$ cat config.mk
export PLATFORM = sky130hd
export DESIGN_NAME = core_sequencer
export DESIGN_NICKNAME = d
export VERILOG_FILES = /design/src/rtl/core_pkg.sv /design/src/rtl/sat_counter.sv /design/src/rtl/core_sequencer.sv
export SDC_FILE = /design/constraint.sdc
export NUM_CORES = 1
export LEC_CHECK = 0
export CAP_MARGIN = 20
export CORE_MARGIN = 3
export CORE_UTILIZATION = 55
export DETAILED_ROUTE_END_ITERATION = 7
export GPL_ROUTABILITY_DRIVEN = 0
export PLACE_DENSITY = 0.85
export SLEW_MARGIN = 20
export SYNTH_ARGS = -nofsm -noshare
export SYNTH_HDL_FRONTEND = slang
export SYNTH_SLANG_ARGS = --single-unit
$ cat constraint.sdc
create_clock -name clk -period 2.99 [get_ports clk]
set_clock_uncertainty 0.15 [all_clocks]
set_input_delay 0.4485 -clock clk [delete_from_list [all_inputs] [get_ports clk]]
set_output_delay 0.4485 -clock clk [all_outputs]
set_load 0.01 [all_outputs]
$ cat src/rtl/core_pkg.sv
// Shared types and widths for the 9-bit-instruction, 8-bit-register core.
package core_pkg;

    localparam int PC_WIDTH    = 8;
    localparam int CNT_WIDTH   = 16;
    localparam int INSTR_WIDTH = 9;

    typedef enum logic [2:0] {
        S_IDLE,
        S_FETCH,
        S_DECODE,
        S_EXEC,
        S_MEM,
        S_WB,
        S_HALT
    } seq_state_t;

endpackage

$ cat src/rtl/sat_counter.sv
// Saturating up-counter with synchronous clear; holds at all-ones.
module sat_counter #(
    parameter int WIDTH = 16
) (
    input  logic             clk,
    input  logic             reset,
    input  logic             en_i,
    input  logic             clr_i,
    output logic [WIDTH-1:0] count_o
);

    logic [WIDTH-1:0] cnt_q;

    always_ff @(posedge clk or posedge reset) begin
        if (reset) begin
            cnt_q <= '0;
        end else if (clr_i) begin
            cnt_q <= '0;
        end else if (en_i && !(&cnt_q)) begin
            cnt_q <= cnt_q + WIDTH'(1);
        end
    end

    assign count_o = cnt_q;

endmodule

$ cat src/rtl/core_sequencer.sv
// Multi-cycle fetch/decode/exec/mem/wb sequencer owning the PC and cycle counter.
//   state    | meaning
//   S_IDLE   | waiting for start after reset
//   S_FETCH  | ir_load strobe
//   S_DECODE | latch decoder controls; branch to HALT on dec_halt
//   S_EXEC   | latch branch result; pick MEM, WB or PC update
//   S_MEM    | hold mem_re/mem_we until mem_ack
//   S_WB     | reg_we strobe, PC update
//   S_HALT   | stopped; start restarts at pc=0
module core_sequencer
    import core_pkg::*;
#(
    parameter int pc_width  = PC_WIDTH,
    parameter int cnt_width = CNT_WIDTH
) (
    input  logic                 clk,
    input  logic                 reset,
    input  logic                 start,
    input  logic                 dec_reg_write,
    input  logic                 dec_mem_read,
    input  logic                 dec_mem_write,
    input  logic                 dec_halt,
    input  logic                 branch_taken,
    input  logic [pc_width-1:0]  branch_target,
    input  logic                 mem_ack,
    output logic [pc_width-1:0]  pc,
    output logic                 ir_load,
    output logic                 reg_we,
    output logic                 mem_re,
    output logic                 mem_we,
    output logic                 busy,
    output logic                 halted,
    output logic [cnt_width-1:0] cycle_count
);

    seq_state_t          state_q, state_d;
    logic [pc_width-1:0] pc_q, pc_d;
    logic [pc_width-1:0] br_target_q, br_target_d;
    logic                br_taken_q, br_taken_d;
    logic                rw_q, rw_d;
    logic                mr_q, mr_d;
    logic                mw_q, mw_d;
    logic                restart;
    logic                take_w;
    logic [pc_width-1:0] tgt_w;
    logic [pc_width-1:0] pc_upd_w;

    always_ff @(posedge clk or posedge reset) begin
        if (reset) begin
            state_q     <= S_IDLE;
            pc_q        <= '0;
            br_target_q <= '0;
            br_taken_q  <= 1'b0;
            rw_q        <= 1'b0;
            mr_q        <= 1'b0;
            mw_q        <= 1'b0;
        end else begin
            state_q     <= state_d;
            pc_q        <= pc_d;
            br_target_q <= br_target_d;
            br_taken_q  <= br_taken_d;
            rw_q        <= rw_d;
            mr_q        <= mr_d;
            mw_q        <= mw_d;
        end
    end

    // In EXEC the branch inputs are used directly so a plain instruction updates PC without waiting.
    assign take_w   = (state_q == S_EXEC) ? branch_taken  : br_taken_q;
    assign tgt_w    = (state_q == S_EXEC) ? branch_target : br_target_q;
    assign pc_upd_w = take_w ? tgt_w : pc_q + pc_width'(1);

    always_comb begin
        state_d     = state_q;
        pc_d        = pc_q;
        br_target_d = br_target_q;
        br_taken_d  = br_taken_q;
        rw_d        = rw_q;
        mr_d        = mr_q;
        mw_d        = mw_q;
        restart     = 1'b0;
        case (state_q)
            S_IDLE, S_HALT: begin
                if (start) begin
                    restart    = 1'b1;
                    pc_d       = '0;
                    br_taken_d = 1'b0;
                    state_d    = S_FETCH;
                end
            end
            S_FETCH: state_d = S_DECODE;
            S_DECODE: begin
                rw_d    = dec_reg_write;
                mr_d    = dec_mem_read;
                mw_d    = dec_mem_write;
                state_d = dec_halt ? S_HALT : S_EXEC;
            end
            S_EXEC: begin
                br_taken_d  = branch_taken;
                br_target_d = branch_target;
                if (mr_q || mw_q) begin
                    state_d = S_MEM;
                end else if (rw_q) begin
                    state_d = S_WB;
                end else begin
                    pc_d       = pc_upd_w;
                    br_taken_d = 1'b0;
                    state_d    = S_FETCH;
                end
            end
            S_MEM: begin
                if (mem_ack) begin
                    if (mr_q) begin
                        state_d = S_WB;
                    end else begin
                        pc_d       = pc_upd_w;
                        br_taken_d = 1'b0;
                        state_d    = S_FETCH;
                    end
                end
            end
            S_WB: begin
                pc_d       = pc_upd_w;
                br_taken_d = 1'b0;
                state_d    = S_FETCH;
            end
            default: state_d = S_IDLE;
        endcase
    end

    assign pc      = pc_q;
    assign ir_load = (state_q == S_FETCH);
    assign reg_we  = (state_q == S_WB);
    assign mem_re  = (state_q == S_MEM) && mr_q;
    assign mem_we  = (state_q == S_MEM) && mw_q && !mr_q;
    assign busy    = (state_q == S_FETCH) || (state_q == S_DECODE) || (state_q == S_EXEC)
                  || (state_q == S_MEM)   || (state_q == S_WB);
    assign halted  = (state_q == S_HALT);

    sat_counter #(
        .WIDTH(cnt_width)
    ) u_cycle_cnt (
        .clk    (clk),
        .reset  (reset),
        .en_i   (busy),
        .clr_i  (restart),
        .count_o(cycle_count)
    );

endmodule

==> impl_summary.txt <==
----------------------------------------------------
[Yosys]
  Number of distinct library cells after synthesis ... 49
  Flip-flop and latch count after synthesis ... 39
  Cell type contributing the most total cell area after synthesis ... sky130_fd_sc_hd__dfrtp_1
  Portion of the post-synthesis area used by sequential elements ... 43.1%
  Area share of the leading cell type in the synthesized netlist ... 43.1%
  Number of enable flip-flop cells after synthesis ... 0
  Summed instance area of the synthesized netlist ... 2260 µm²
  Synthesized netlist cell count ... 241
  Number of nets in the synthesized netlist ... 260
  Post-Syn Area per Cell ... 9.40 µm²
  Primary FF master, synth ... sky130_fd_sc_hd__dfrtp_1
  Synth area leaders ... sky130_fd_sc_hd__dfrtp_1, sky130_fd_sc_hd__mux2i_1, sky130_fd_sc_hd__nand2_1
  Async set-or-reset flop fraction in the synthesized netlist ... 100%
  Number of warnings reported in the yosys synthesis log ... 0

[Power and ir drop]
  Worst voltage drop across the vdd grid ... 493 µV
  Sum of internal, switching and leakage power ... 2240 µW
  Leak Pwr ... 0.00114 µW
  Power density of the placed cells ... 786 nW/µm²

[Floorplanning]
  Site row count ... 22
  Starting density of the core ... 59.2%
  Die W ... 70.2 µm
  Die extent in y ... 70.2 µm
  Number of placed I/O pins ... 47
  Die outline area ... 4920 µm²
  Core Box Area ... 3830 µm²

[GRT]
  Number of antenna violations at the first check in global routing ... 0
  Pin count of the biggest net entering global routing ... 40
  First-pass GRT wire length ... 8900 µm
  Combined global-route utilization of all metal layers ... 22.1%
  Vias in the first global route ... 1956
  Total congestion overflow ... 0

[STA]
  Setup repair after global routing missed its margin ... false
  Final-layout setup total negative slack ... 0 ps
  Ratio of final minimum period to clock period ... 89.8%
  Smallest setup slack after layout ... 305 ps
  Final setup violation count ... 0
  Maximum clock frequency ... 372 MHz
  Number of hold violations in the final report ... 0
  Relative slew margins ... 64.4%
  Pins Over Slew Limit ... 0
  Final critical path time including I/O delays and setup ... 2680 ps
  Least-Margin Pin Slew ... 523 ps

[Clock tree]
  CTS Sinks ... 39
  Root Driver ... sky130_fd_sc_hd__clkbuf_8
  TritonCTS clock tree ... done
  Buffers inserted during post-CTS setup optimization ... 0
  Post-CTS Hold Fix Bufs ... 0
  Max Buffers Root-to-Sink ... 2
  Number of resized instances in the post-cts repair step ... 0
  Cts bufs inserted ... 5
  H-tree levels ... 2
  Clock-pin slew reported for the worst setup and hold paths after clock tree synthesis ... 70 ps
  Clock latency reported for the late side of the worst-skew pair ... 300 ps

[Place]
  Number of port buffers ... 46
  Worst-case setup slack after placement ... 609 ps
  Final HPWL from detailed placement ... 3690 µm

[Detailed routing]
  Mean number of vias per cell ... 6.19
  Iteration-0 DRC Markers ... 152
  Remaining DRCs ... 0
  Initial DRT Pass Iterations ... 4
  WL/cell ... 15.7 µm
  Number of routed nets with antenna violations ... 0
  Total routed wirelength ... 5260 µm
  Via count ... 2072

[Critical path]
  CP max FO ... 18
  Kind of critical path ... reg -> out
  Arrival time of the worst setup path ... 2090 ps
  Critical Path Sink Type ... primary output
  Required time of the worst setup path ... 2390 ps
  Setup crit start kind ... flop
  Slack of the worst reg-to-reg path ... 760 ps

[Finish]
  Proportion of layout cells with a drive suffix above 1 ... 5.92%
  Sequential cell area in the final layout ... 976 µm²
  Final net count ... 305
  Diodes inserted ... 0
  Number of filler instances in the final layout ... 295
  Layout-stage area growth over the synthesis result ... 26.0%
  Footprint of the multi-input gates ... 1190 µm²

[Status]
  Result of the run ... complete, no violations

[Flow run]
  Number of max-cap violations ... 0

[Worst hold path]
  Class of the tightest hold or removal check ... reg -> reg

----------------------------------------------------
## metrics by stage
stage	hold slack (ps)	instance area, µm²	util [%]	std cells
2_1_floorplan	296	2260	-	241
3_3_place_gp	315	2750	72.0	327
3_5_place_dp	319	2750	72.0	327
4_1_cts	336	2850	74.6	335
5_1_grt	358	2850	74.6	335
6_report	333	2850	74.6	335
## final timing paths
check                           start        endpoint  cells past startpoint
setup reg to reg           state_q[1]           pc[7]                      4
min in group asynchronous       reset  br_target_q[5]                      3
setup / recovery           state_q[0]            busy                      4
hold / removal                   rw_q            rw_q                      1
max in group asynchronous       reset      state_q[1]                      3
hold reg to reg                  rw_q            rw_q                      1
## per-layer routing
| layer | GRT usage (%) | share of wire (%) |
|---|---|---|
| met2 | 36.0 | 49 |
| met1 | 29.3 | 44 |
| met4 | 8.30 | 1.5 |
| met5 | 0 | 0 |
| met3 | 3.88 | 5.3 |
## cells in the final DEF, fill, tap and decap left out, types with 3 or more instances in the layout
cell type                         Yosys  routed
sky130_fd_sc_hd__buf_4                2       3
sky130_fd_sc_hd__inv_1               12      12
sky130_fd_sc_hd__mux2_1               7       7
sky130_fd_sc_hd__a21oi_1             16      16
sky130_fd_sc_hd__mux2i_1             11      11
sky130_fd_sc_hd__nand3_1             11      11
sky130_fd_sc_hd__o211ai_1             3       3
sky130_fd_sc_hd__a2bb2oi_1            3       3
sky130_fd_sc_hd__o21ai_0             10      10
sky130_fd_sc_hd__clkdlybuf4s50_1      0      46
sky130_fd_sc_hd__o22ai_1              6       6
sky130_fd_sc_hd__and3_1               3       3
sky130_fd_sc_hd__nand4_1              7       7
sky130_fd_sc_hd__dfrtp_1             39      39
sky130_fd_sc_hd__a221oi_1             6       6
sky130_fd_sc_hd__and2_1               3       3
sky130_fd_sc_hd__or3_1                8       8
sky130_fd_sc_hd__nand2b_1             4       4
sky130_fd_sc_hd__clkbuf_8             0       7
sky130_fd_sc_hd__o31ai_1              4       4
sky130_fd_sc_hd__nor2_1               8       8
sky130_fd_sc_hd__nand3b_1             3       3
sky130_fd_sc_hd__nor4_1               3       3
sky130_fd_sc_hd__or4_1                5       5
sky130_fd_sc_hd__nor3_1               7       7
sky130_fd_sc_hd__nand2_1             24      24
## power breakdown
part	internal, µW	switching, µW
logic	478	496
clock network	211	190
registers	680	188
## cell families (layout without fill, tap and decap cells)
family                     Yosys count  count (layout)  share of synthesized area [%]
AOI/OAI and AO/OA                   59              59                           17.8
xor gates and xnor gates             1               1                          0.387
buffers and inverters               23              69                           4.36
and+or+nand+nor                     96              96                           23.3
muxes                               21              21                           9.94
adders and majority gates            2               2                           1.10
DFF                                 39              39                           43.1
## registers in the layout, summed over array words and instances, names as in the netlist
signal,flops
mr_q,1
u_cycle_cnt.count_o,16
rw_q,1
br_target_q,8
mw_q,1
state_q,3
pc,8
br_taken_q,1
## cell usage after synthesis, types with 2 or more instances
cell type	n
sky130_fd_sc_hd__a21o_1	2
sky130_fd_sc_hd__a21oi_1	16
sky130_fd_sc_hd__a221oi_1	6
sky130_fd_sc_hd__a2bb2oi_1	3
sky130_fd_sc_hd__a32o_1	2
sky130_fd_sc_hd__and2_1	3
sky130_fd_sc_hd__and3_1	3
sky130_fd_sc_hd__buf_2	4
sky130_fd_sc_hd__buf_4	2
sky130_fd_sc_hd__clkbuf_1	4
sky130_fd_sc_hd__dfrtp_1	39
sky130_fd_sc_hd__ha_1	2
sky130_fd_sc_hd__inv_1	12
sky130_fd_sc_hd__mux2_1	7
sky130_fd_sc_hd__mux2_2	2
sky130_fd_sc_hd__mux2i_1	11
sky130_fd_sc_hd__nand2_1	24
sky130_fd_sc_hd__nand2b_1	4
sky130_fd_sc_hd__nand3_1	11
sky130_fd_sc_hd__nand3b_1	3
sky130_fd_sc_hd__nand4_1	7
sky130_fd_sc_hd__nor2_1	8
sky130_fd_sc_hd__nor2b_1	2
sky130_fd_sc_hd__nor3_1	7
sky130_fd_sc_hd__nor4_1	3
sky130_fd_sc_hd__o211ai_1	3
sky130_fd_sc_hd__o21ai_0	10
sky130_fd_sc_hd__o22ai_1	6
sky130_fd_sc_hd__o31ai_1	4
sky130_fd_sc_hd__or3_1	8
sky130_fd_sc_hd__or4_1	5
## area by class of cell
| type | count | share of cell area (%) |
|---|---|---|
| tap | 48 | 2.10 |
| multi-input combinational | 179 | 41.7 |
| inverter | 12 | 1.58 |
| sequential | 39 | 34.2 |
| timing repair buffer | 49 | 16.9 |
| clock buffer | 8 | 3.51 |
## worst max-delay path: stages, from the launching register on
cell,delay [ps]
sky130_fd_sc_hd__dfrtp_1,550
sky130_fd_sc_hd__or3_1,480
sky130_fd_sc_hd__nand2_1,180
sky130_fd_sc_hd__inv_1,100
sky130_fd_sc_hd__clkdlybuf4s50_1,480
No activity file was read; power rests on OpenSTA's default activity.
